**config.mk**
```make
export PLATFORM = sky130hd
export DESIGN_NAME = uart_command_decoder
export DESIGN_NICKNAME = d
export VERILOG_FILES = /design/src/rtl/uart_command_decoder.sv
export SDC_FILE = /design/constraint.sdc
export NUM_CORES = 1
export LEC_CHECK = 0
export BUFFER_PORTS_ARGS = -buffer_cell sky130_fd_sc_hd__buf_2
export CORE_MARGIN = 4
export CORE_UTILIZATION = 39
export DETAILED_ROUTE_END_ITERATION = 10
export PLACE_DENSITY = 0.64
export SLEW_MARGIN = 10
export SYNTH_ARGS = -nofsm -noshare
export SYNTH_HDL_FRONTEND = slang
export SYNTH_SLANG_ARGS = --single-unit
```
**constraint.sdc**
```tcl
create_clock -name Clock -period 2.5 [get_ports Clock]
set_clock_uncertainty 0.1 [all_clocks]
set_input_delay 0.125 -clock Clock [delete_from_list [all_inputs] [get_ports Clock]]
set_output_delay 0.125 -clock Clock [all_outputs]
set_load 0.1 [all_outputs]
```
**src/rtl/uart_command_decoder.sv**
```systemverilog
// uart_command_decoder
// Pulls 40-bit command frames from the UART RX FIFO and executes each one as a
// register read, register write or NOP on a ready-handshake register bus. It
// then pushes a 40-bit response frame into the UART TX FIFO.
// Frame layout: [39:38] op (00 NOP, 01 WRITE, 10 READ, 11 illegal),
// [37:32] address, [31:0] data.
// Optional build macro: CMD_WRITE_ACK_EN. When it is defined, a completed WRITE
// returns an ACK frame. Without it, a completed WRITE sends no response.
module uart_command_decoder #(
    parameter int unsigned ADDR_W         = 6,
    parameter int unsigned TIMEOUT_CYCLES = 255
) (
    input  logic              Clock,
    input  logic              Reset_N,
    input  logic              RX_FIFO_EMPTY,
    output logic              RX_FIFO_RE,
    input  logic [39:0]       RX_Fifo_Data,
    input  logic              TX_FIFO_FULL,
    output logic              TX_FIFO_WE,
    output logic [39:0]       TX_Fifo_Data,
    output logic [ADDR_W-1:0] Reg_Addr,
    output logic [31:0]       Reg_WData,
    output logic              Reg_WE,
    output logic              Reg_RE,
    input  logic [31:0]       Reg_RData,
    input  logic              Reg_Ready,
    output logic              Busy,
    output logic [7:0]        Error_Count
);

    localparam int unsigned FRAME_W     = 40;
    localparam int unsigned CNT_W       = 16;
    localparam logic [CNT_W-1:0] TIMEOUT_LIM = CNT_W'(TIMEOUT_CYCLES);
    localparam logic [1:0]  OP_NOP      = 2'b00;
    localparam logic [1:0]  OP_WRITE    = 2'b01;
    localparam logic [1:0]  OP_READ     = 2'b10;
    localparam logic [1:0]  OP_ERR      = 2'b11;
    localparam logic [31:0] ERR_ILLEGAL = 32'h0000_0001;
    localparam logic [31:0] ERR_TIMEOUT = 32'h0000_0002;

    typedef enum logic [2:0] {
        S_IDLE, S_POP, S_WAIT, S_DECODE, S_BUS, S_RESP
    } state_t;

    state_t             r_state, w_state_nxt;
    logic [FRAME_W-1:0] r_frame, w_frame_nxt;
    logic [CNT_W-1:0]   r_cnt, w_cnt_nxt, w_cnt_inc;
    logic               r_rx_re, w_rx_re_nxt;
    logic               r_tx_we, w_tx_we_nxt;
    logic [FRAME_W-1:0] r_tx_data, w_tx_data_nxt;
    logic               r_tx_err, w_tx_err_nxt;
    logic [ADDR_W-1:0]  r_reg_addr, w_reg_addr_nxt;
    logic [31:0]        r_reg_wdata, w_reg_wdata_nxt;
    logic               r_reg_we, w_reg_we_nxt;
    logic               r_reg_re, w_reg_re_nxt;
    logic               r_busy, w_busy_nxt;
    logic [7:0]         r_err_cnt, w_err_cnt_nxt;
    logic [1:0]         w_op;
    logic [5:0]         w_addr;

    assign w_op      = r_frame[39:38];
    assign w_addr    = r_frame[37:32];
    assign w_cnt_inc = r_cnt + CNT_W'(1);

    // State register
    always_ff @(posedge Clock) begin
        if (!Reset_N) r_state <= S_IDLE;
        else          r_state <= w_state_nxt;
    end

    // Next-state and next-output logic. Every output is registered from these values.
    always_comb begin
        w_state_nxt     = r_state;
        w_frame_nxt     = r_frame;
        w_cnt_nxt       = r_cnt;
        w_tx_we_nxt     = 1'b0;
        w_tx_data_nxt   = r_tx_data;
        w_tx_err_nxt    = r_tx_err;
        w_reg_addr_nxt  = r_reg_addr;
        w_reg_wdata_nxt = r_reg_wdata;
        w_reg_we_nxt    = r_reg_we;
        w_reg_re_nxt    = r_reg_re;
        w_err_cnt_nxt   = r_err_cnt;
        case (r_state)
            S_IDLE: begin
                if (!RX_FIFO_EMPTY) w_state_nxt = S_POP;
            end
            S_POP: begin
                w_state_nxt = S_WAIT;
            end
            S_WAIT: begin
                w_frame_nxt = RX_Fifo_Data;
                w_state_nxt = S_DECODE;
            end
            S_DECODE: begin
                case (w_op)
                    OP_NOP: w_state_nxt = S_IDLE;
                    OP_WRITE, OP_READ: begin
                        w_reg_addr_nxt  = ADDR_W'(w_addr);
                        w_reg_wdata_nxt = r_frame[31:0];
                        w_reg_we_nxt    = (w_op == OP_WRITE);
                        w_reg_re_nxt    = (w_op == OP_READ);
                        w_cnt_nxt       = '0;
                        w_state_nxt     = S_BUS;
                    end
                    default: begin
                        w_tx_data_nxt = {OP_ERR, w_addr, ERR_ILLEGAL};
                        w_tx_err_nxt  = 1'b1;
                        w_state_nxt   = S_RESP;
                    end
                endcase
            end
            S_BUS: begin
                if (Reg_Ready) begin
                    w_reg_we_nxt = 1'b0;
                    w_reg_re_nxt = 1'b0;
                    if (r_reg_re) begin
                        w_tx_data_nxt = {OP_READ, w_addr, Reg_RData};
                        w_tx_err_nxt  = 1'b0;
                        w_state_nxt   = S_RESP;
                    end else begin
`ifdef CMD_WRITE_ACK_EN
                        w_tx_data_nxt = {OP_WRITE, w_addr, r_frame[31:0]};
                        w_tx_err_nxt  = 1'b0;
                        w_state_nxt   = S_RESP;
`else
                        w_state_nxt   = S_IDLE;
`endif
                    end
                end else if (w_cnt_inc >= TIMEOUT_LIM) begin
                    // Bus never answered: abandon the access and report it.
                    w_reg_we_nxt  = 1'b0;
                    w_reg_re_nxt  = 1'b0;
                    w_tx_data_nxt = {OP_ERR, w_addr, ERR_TIMEOUT};
                    w_tx_err_nxt  = 1'b1;
                    w_state_nxt   = S_RESP;
                end else begin
                    w_cnt_nxt = w_cnt_inc;
                end
            end
            S_RESP: begin
                if (!TX_FIFO_FULL) begin
                    w_tx_we_nxt = 1'b1;
                    if (r_tx_err && (r_err_cnt != 8'hFF)) w_err_cnt_nxt = r_err_cnt + 8'd1;
                    w_state_nxt = S_IDLE;
                end
            end
            default: w_state_nxt = S_IDLE;
        endcase
        w_rx_re_nxt = (w_state_nxt == S_POP);
        w_busy_nxt  = (w_state_nxt != S_IDLE);
    end

    // Datapath and output registers
    always_ff @(posedge Clock) begin
        if (!Reset_N) begin
            r_frame     <= '0;
            r_cnt       <= '0;
            r_rx_re     <= 1'b0;
            r_tx_we     <= 1'b0;
            r_tx_data   <= '0;
            r_tx_err    <= 1'b0;
            r_reg_addr  <= '0;
            r_reg_wdata <= '0;
            r_reg_we    <= 1'b0;
            r_reg_re    <= 1'b0;
            r_busy      <= 1'b0;
            r_err_cnt   <= '0;
        end else begin
            r_frame     <= w_frame_nxt;
            r_cnt       <= w_cnt_nxt;
            r_rx_re     <= w_rx_re_nxt;
            r_tx_we     <= w_tx_we_nxt;
            r_tx_data   <= w_tx_data_nxt;
            r_tx_err    <= w_tx_err_nxt;
            r_reg_addr  <= w_reg_addr_nxt;
            r_reg_wdata <= w_reg_wdata_nxt;
            r_reg_we    <= w_reg_we_nxt;
            r_reg_re    <= w_reg_re_nxt;
            r_busy      <= w_busy_nxt;
            r_err_cnt   <= w_err_cnt_nxt;
        end
    end

    assign RX_FIFO_RE   = r_rx_re;
    assign TX_FIFO_WE   = r_tx_we;
    assign TX_Fifo_Data = r_tx_data;
    assign Reg_Addr     = r_reg_addr;
    assign Reg_WData    = r_reg_wdata;
    assign Reg_WE       = r_reg_we;
    assign Reg_RE       = r_reg_re;
    assign Busy         = r_busy;
    assign Error_Count  = r_err_cnt;

endmodule

```
==> results of run 1 <==
-- logic make-up after synthesis --
family / share of synthesized area
simple gates: 0.267
compound gates: 0.193
flops: 0.454
buf+inv: 0.0526
xor+xnor: 0.0146
fa+ha+maj: 0.0133
mux: 0.00454
-- power by group --
part / switching [mW] / internal (mW)
logic: 0.259 / 0.190
clock network: 1.09 / 1.30
registers: 0.0293 / 2.44
total: 1.38 / 3.93
-- worst paths after layout --
kind / start / end / slack (ps) / cells past startpoint
setup / recovery: r_cnt[4] / TX_Fifo_Data[2] / 80 / 8
setup reg to reg: r_cnt[4] / TX_Fifo_Data[2] / 80 / 8
hold / removal: TX_FIFO_FULL / TX_FIFO_WE / 80 / 4
hold reg to reg: r_frame[14] / Reg_WData[14] / 350 / 2
-- cells in the mapped netlist, drive strengths merged (9+ instances only) --
master,instances
clkbuf,55
a31oi,10
and3,12
nor2,30
nand3,117
o211ai,40
buf,14
o21ai,15
nor3,10
nand2,179
xnor2,9
a21oi,87
dfxtp,150
-- registers in the layout (all words and copies together) (netlist names) --
signal        count
r_cnt            16
r_frame          40
Reg_Addr          6
Error_Count       8
Busy              1
Reg_WData        32
TX_FIFO_WE        1
TX_Fifo_Data     40
RX_FIFO_RE        1
Reg_RE            1
Reg_WE            1
r_state           3
-- worst register-to-register path, stage by stage, from the launching register on --
cell      delay [ps]
dfxtp_1          430
nand3_1          150
buf_4            180
or2_2            300
o21ai_1          410
a22oi_4          180
nand2_2          150
buf_12           250
o211ai_1         160
-- per-layer routing --
metal	GRT usage	vias up
met5	0	-
met4	0.0624	4
met3	0.0597	31
met2	0.309	212
met1	0.255	3015
li1	-	3276
-- cell type report --
type / count / area, um^2
Multi-Input combinational cell: 584 / 3340
Sequential cell: 150 / 3010
Fill cell: 1593 / 7570
Clock inverter: 14 / 120
Inverter: 8 / 30.0
Timing Repair Buffer: 272 / 1820
Tap cell: 220 / 275
Clock buffer: 17 / 425
-- repair_timing --
| action | 4_1_cts | 5_1_grt |
|---|---|---|
| setup endpoints to repair | 0 | 57 |
| setup buffers | 0 | 3 |
| resized for setup | 0 | 11 |
| endpoints found under the hold margin | 71 | 0 |
| hold buffers | 71 | 0 |
==> flow_summary.toml, run 1 <==
[drt]
totalWireLength_um = 19100
ant_nets = 0
routed-wl-met3_um = 1370
vias = 6538
drc = 0
drt-initial-drc-count = 450
routedWlPerCell_um = 15.1
vias_per_cell = 5.17
highest_layer = "met5"
wl_met1_um = 8550
met2_length_um = 8780
drt_first_pass_iters = 5

[worst_hold_path]
min_path_type = "input port to register"

[grt]
grt_pass1_wl_um = 31300
antenna_found_initial = 2
first_global_vias = 6265
grt_usage = 0.195
grt_overflow = 0
grt_max_degree = 109

[final_layout]
fin_nets = 1117
fin_area_um2 = 9010
drive_above_1_share = 0.281
final_util = 0.544
syn_to_final_growth_pct = 36.4
n_antenna_cell = 0
final_common_cell = "nand2_1"
final_cell_mix = "178 x nand2_1, 166 x buf_2, 146 x dfxtp_1"
stdcell_count = 1265

[setup_path]
path_buf_inv = 2
crit_arrival_ps = 2610
slowest_delay_ps = 430
cp_top_family = "compound AO/OA/AOI/OAI gates"
crit_path_max_fanout = 36
cp-end-kind = "register"
cp-start-kind = "register"
crit_path_cell_trace = "nand3_1, buf_4, or2_2, o21ai_1, a22oi_4, nand2_2, buf_12, o211ai_1"
cp.required_ps = 2690
crit_type = "register to register"
cp_slowest_cell = "dfxtp_1"

[timing]
slew_headroom = 0.319
fmax_ghz = 0.414
setup_viol_count_final = 0
slew_viol_final = 0
worst_slew_pin_slew_ps = 1020
fin_tns_setup_ps = 0
whs_ps = 77.3
hold_viol = 0
fin_crit_ps = 2420
setup_slack_ps = 81.8
period_share = 0.967

[power]
max-vdd-ir-drop_v = 0.000464
p_per_area_nw_per_um2 = 588
power.leakage_nw = 3.68
total_power_mw = 5.30

[clock_tree]
cts_buffer_depth = 2
cts_tree = "yes"
root_buffer = "clkbuf_16"
cts_made_buffers = 17
cts_htree_levels = 4
clkTransAtPathRegs_ps = 60
cts_num_sinks = 150
clock_latency_ps = 420

[synthesis]
synth_edf_count = 0
synth_area_leaders = "dfxtp_1 45%, nand2_1 10%, nand3_1 8.9%"
ys_warn_count = 0
synthFlopType = "dfxtp_1"
netlist_instances = 809
syn_avg_cell_area_um2 = 8.17
synth_fp_nets = 893
ys_types = 56
async_flop_share = 0
yosysSeqAreaShare = 0.454
ys_ff_latch = 150
syn-cell-area_um2 = 6610
yosysTopAreaCell = "dfxtp_1"
synth_top_area_share = 0.454

[status]
status = "completed"

[die]
rows = 47
pin_count = 168
die_area_um2 = 19100
initial_utilization = 0.399
dieWidth_um = 138
fp.dieH_um = 138
coreArea_um2 = 16600

[placement]
io_buffer_count = 167
dp_hpwl_um = 11700
place.gp.congestion = 0.854
dpl_cell_area_um2 = 7660
dp_slack_ps = 70.6
place_inst = 1158

[flow_run]
maxCapViolCount = 0
Note: power is estimated with default switching activity, not from simulation.
==> run 2, diff against run 1 <==
--- a/config.mk
+++ b/config.mk
@@ -5,11 +5,13 @@
 export SDC_FILE = /design/constraint.sdc
 export NUM_CORES = 1
 export LEC_CHECK = 0
+export ABC_CLOCK_PERIOD_IN_PS = 2500
 export BUFFER_PORTS_ARGS = -buffer_cell sky130_fd_sc_hd__buf_2
 export CORE_MARGIN = 4
-export CORE_UTILIZATION = 39
+export CORE_UTILIZATION = 53
 export DETAILED_ROUTE_END_ITERATION = 10
-export PLACE_DENSITY = 0.64
+export PLACE_DENSITY = 0.82
+export RECOVER_POWER = 100
 export SLEW_MARGIN = 10
 export SYNTH_ARGS = -nofsm -noshare
 export SYNTH_HDL_FRONTEND = slang
==> flow_summary.toml, run 2 (synthesized netlist as in run 1, its figures left out) <==
[status]
status = "completed"

[grt]
grt_overflow = 0
first_global_vias = 6482
grt_max_degree = 94
antenna_found_initial = 2
grt_usage = 0.281
grt_pass1_wl_um = 32500

[setup_path]
rr_startpoint = "r_cnt[1]"
timing.rr.end = "r_cnt[3]"
cp-end-kind = "register"
crit_arrival_ps = 2660
ff2ff_setup_slack_ps = 60
cp-startpoint = "r_cnt[1]"
ff2ff_path_depth = 6
crit_type = "register to register"
cp.required_ps = 2720
cp-start-kind = "register"
crit_path_max_fanout = 14

[timing]
slew_viol_final = 0
fmax_ghz = 0.410
fin_crit_ps = 2440
worst_slew_pin_slew_ps = 1240
setup_viol_count_final = 0
period_share = 0.976
whs_ps = 39.5
hold_viol = 0
fin_tns_setup_ps = 0
slew_headroom = 0.174

[final_layout]
fin_nets = 1110
syn_to_final_growth_pct = 33.5
drive_above_1_share = 0.189
fin_area_um2 = 8820
final_common_cell = "nand2_1"
stdcell_count = 1208
final_cell_mix = "178 x nand2_1, 146 x dfxtp_1, 116 x nand3_1"

[drt]
totalWireLength_um = 20500
drt-initial-drc-count = 787
drc = 0
routedWlPerCell_um = 17.0
vias = 6889
ant_nets = 0
drt_first_pass_iters = 5
vias_per_cell = 5.70

[flow_run]
maxCapViolCount = 0

[die]
pin_count = 168
die_area_um2 = 14300
fp.dieH_um = 120
rows = 40
initial_utilization = 0.546
dieWidth_um = 120
coreArea_um2 = 12100

[clock_tree]
root_buffer = "clkbuf_16"
cts_buffer_depth = 2
cts_tree = "yes"
cts_htree_levels = 4
clkTransAtPathRegs_ps = 60
cts_num_sinks = 150
cts_made_buffers = 17
clock_latency_ps = 430

[placement]
dpl_cell_area_um2 = 7570
io_buffer_count = 167
place_inst = 1101
dp_hpwl_um = 11400
place.gp.congestion = 0.868

[power]
max-vdd-ir-drop_v = 0.000475
power.leakage_nw = 3.26
total_power_mw = 5.52
p_per_area_nw_per_um2 = 625

[worst_hold_path]
hold_start = "Reg_Ready"
whs_path_depth = 4
min_path_type = "input port to register"
whs_endpoint = "TX_Fifo_Data[38]"
==> run 2: worst max-delay path: stages, from the launching register on <==
cell and delay (ps):
dfxtp_2 410, nand4_2 200, nor4_2 370, xor2_1 190, a211oi_2 470, a31oi_4 270, a32o_1 320
==> run 2: final cells by class <==
type                    count  area (um^2)
diodes                      1         2.50
clock buffers              19          453
clock inverters            13          145
fillers                   912         3290
inverters                   8         30.0
multi-input cells         582         3320
flip-flops and latches    150         3010
well taps                 168          210
repair buffers            267         1650
==> run 2: worst max-delay path by stage <==
stage                           to  slack [ps]  cells after the start
finish                    r_cnt[3]          60                      6
CTS                         Reg_WE          10                      7
floorplan           Error_Count[5]          40                      6
global route              r_cnt[3]        -100                      6
detailed placement          Reg_RE         -10                      7
global placement          r_cnt[1]          80                      7
==> run 2: metrics by stage <==
step | setup WS [ps] | util
floorplan | 43.0 | -
global route | -98.7 | 0.729
global placement | 75.3 | 0.625
finish | 59.2 | 0.729
CTS | 14.6 | 0.735
detailed placement | -9.50 | 0.625
==> run 2: per-layer routing <==
| layer | part of all wire | vias up | global-route usage |
|---|---|---|---|
| li1 | - | 3263 | - |
| met1 | 0.39 | 3223 | 0.330 |
| met2 | 0.50 | 342 | 0.477 |
| met3 | 0.085 | 59 | 0.0891 |
| met4 | 0.027 | 2 | 0.108 |
| met5 | 0.00058 | - | 0 |
==> run 2: timing repair <==
item | CTS | global route
setup endpoints to repair | 6 | 57
pin swaps | 2 | 4
endpoints found under the hold margin | 71 | 0
gates resized for setup | 2 | 12
hold buffers | 71 | 0
setup buffers | 3 | 0
==> run 2: power breakdown <==
group | leakage (nW) | internal [mW] | total [mW] | switching [mW]
sequential | 1.21 | 2.44 | 2.48 | 0.0360
clock | 0.287 | 1.54 | 2.60 | 1.06
combinational | 1.76 | 0.180 | 0.443 | 0.263
==> run 3, diff against run 2 <==
--- a/config.mk
+++ b/config.mk
@@ -7,6 +7,7 @@
 export LEC_CHECK = 0
 export ABC_CLOCK_PERIOD_IN_PS = 2500
 export BUFFER_PORTS_ARGS = -buffer_cell sky130_fd_sc_hd__buf_2
+export CORE_ASPECT_RATIO = 0.6
 export CORE_MARGIN = 4
 export CORE_UTILIZATION = 53
 export DETAILED_ROUTE_END_ITERATION = 10
==> flow_summary.toml, run 3 (synthesized netlist as in run 1, its figures left out) <==
[status]
status = "completed"

[clock_tree]
cts_tree = "yes"
cts_made_buffers = 17
cts_num_sinks = 150
root_buffer = "clkbuf_16"
clock_latency_ps = 410
clkTransAtPathRegs_ps = 70
cts_buffer_depth = 2
cts_htree_levels = 4

[flow_run]
maxCapViolCount = 0

[setup_path]
crit_path_max_fanout = 10
cp.required_ps = 2730
slowest_delay_ps = 510
ff2ff_path_depth = 7
timing.rr.end = "r_cnt[1]"
crit_arrival_ps = 2670
rr_startpoint = "r_cnt[1]"
cp-end-kind = "register"
endpoint = "r_cnt[1]"
cp-start-kind = "register"
cp_slowest_cell = "or4_1"
crit_path_cell_trace = "ha_4, nand4_1, nor4_4, or4_1, a32o_2, or3_1, a21oi_1"
cp-startpoint = "r_cnt[1]"
ff2ff_setup_slack_ps = 60
crit_type = "register to register"

[power]
power.leakage_nw = 3.12
max-vdd-ir-drop_v = 0.000392
p_per_area_nw_per_um2 = 617

[grt]
antenna_found_initial = 1
grt_overflow = 0
first_global_vias = 6018
grt_max_degree = 78
grt_usage = 0.257
grt_pass1_wl_um = 30600

[placement]
place_inst = 1098
io_buffer_count = 167
dp_hpwl_um = 11900
place.gp.congestion = 0.849

[die]
fp.dieH_um = 94.5
die_area_um2 = 14400
coreArea_um2 = 12100
dieWidth_um = 152
initial_utilization = 0.544
pin_count = 168
rows = 31

[drt]
totalWireLength_um = 19200
highest_layer = "met5"
vias_per_cell = 5.53
ant_nets = 0
routed-wl-met3_um = 1560
routedWlPerCell_um = 15.9
vias = 6653
drt_first_pass_iters = 6
drt-initial-drc-count = 514
drc = 0
wl_met1_um = 8610
met2_length_um = 8730

[final_layout]
drive_above_1_share = 0.169
stdcell_count = 1204
final_cell_mix = "178 x nand2_1, 145 x dfxtp_1, 114 x nand3_1"
fin_nets = 1110
syn_to_final_growth_pct = 32.0
final_common_cell = "nand2_1"
n_antenna_cell = 0

[timing]
slew_headroom = 0.169
slew_viol_final = 0
setup_viol_count_final = 0
worst_slew_pin_slew_ps = 1250
hold_viol = 0
fin_crit_ps = 2440
fin_tns_setup_ps = 0
fmax_ghz = 0.410
period_share = 0.975

[worst_hold_path]
min_path_type = "input port to register"
==> run 3: cell count changes in the layout (fill, tap and decap cells not counted), moves of 2 or more <==
cell / change
bufinv_16: -2
clkbuf_2: -4
clkbuf_4: +3
clkinvlp_4: -2
dfxtp_2: +2
inv_8: +3
nand3_1: -2
nand3_2: +2
o211ai_1: +23
o211ai_2: -23
==> run 3: worst max-delay path, delay by kind of cell, from the launching register on <==
kind,cells,cell delay (ps)
flops,1,370
fa+ha+maj,1,190
simple gates,4,1170
compound gates,2,520
==> run 3: per-layer routing <==
layer | track usage | vias to the layer above
li1 | - | 3259
met1 | 0.362 | 3077
met2 | 0.388 | 290
met3 | 0.0788 | 25
met4 | 0.0636 | 2
met5 | 0 | -
==> run 3: worst min path at each step <==
stage	startpoint	to	cells past startpoint
floorplan	RX_Fifo_Data[0]	r_frame[0]	2
global placement	RX_Fifo_Data[3]	r_frame[3]	3
detailed placement	RX_Fifo_Data[14]	r_frame[14]	3
CTS	Reg_RData[0]	TX_Fifo_Data[0]	5
global route	Reg_RData[0]	TX_Fifo_Data[0]	5
finish	Reg_RData[0]	TX_Fifo_Data[0]	5
==> run 3: cell type report <==
cell class                 count  area, um^2
clock buffer                  18         439
clock inverter                14         133
fill                         970        3410
inverter                       8        30.0
multi-input combinational    582        3230
sequential                   150        3010
tap                          165         206
timing repair buffer         267        1680
==> run 3: repair_timing <==
action	in CTS	in global routing
hold buffers	72	0
endpoints found under the hold margin	72	0
setup buffers	0	2
pin swaps	2	6
setup endpoints to repair	8	59
gates resized for setup	3	13
==> run 3: through the flow <==
step / utilization / worst slack, ps / hold slack, ps / instance area [um^2] / power (mW)
after floorplan: - / 43.0 / 161 / 6610 / 2.75
after global placement: 0.626 / 61.7 / 269 / 7590 / 2.88
after detailed placement: 0.626 / -33.3 / 271 / 7590 / 2.89
after CTS: 0.732 / 52.1 / 17.2 / 8890 / 5.42
after global routing: 0.719 / -22.8 / 54.4 / 8730 / 5.57
final: 0.719 / 63.0 / 34.4 / 8730 / 5.38
==> run 3: power by group <==
| part | switching [mW] | internal, mW |
|---|---|---|
| clock network | 1.11 | 1.35 |
| logic | 0.258 | 0.191 |
| registers | 0.0342 | 2.44 |
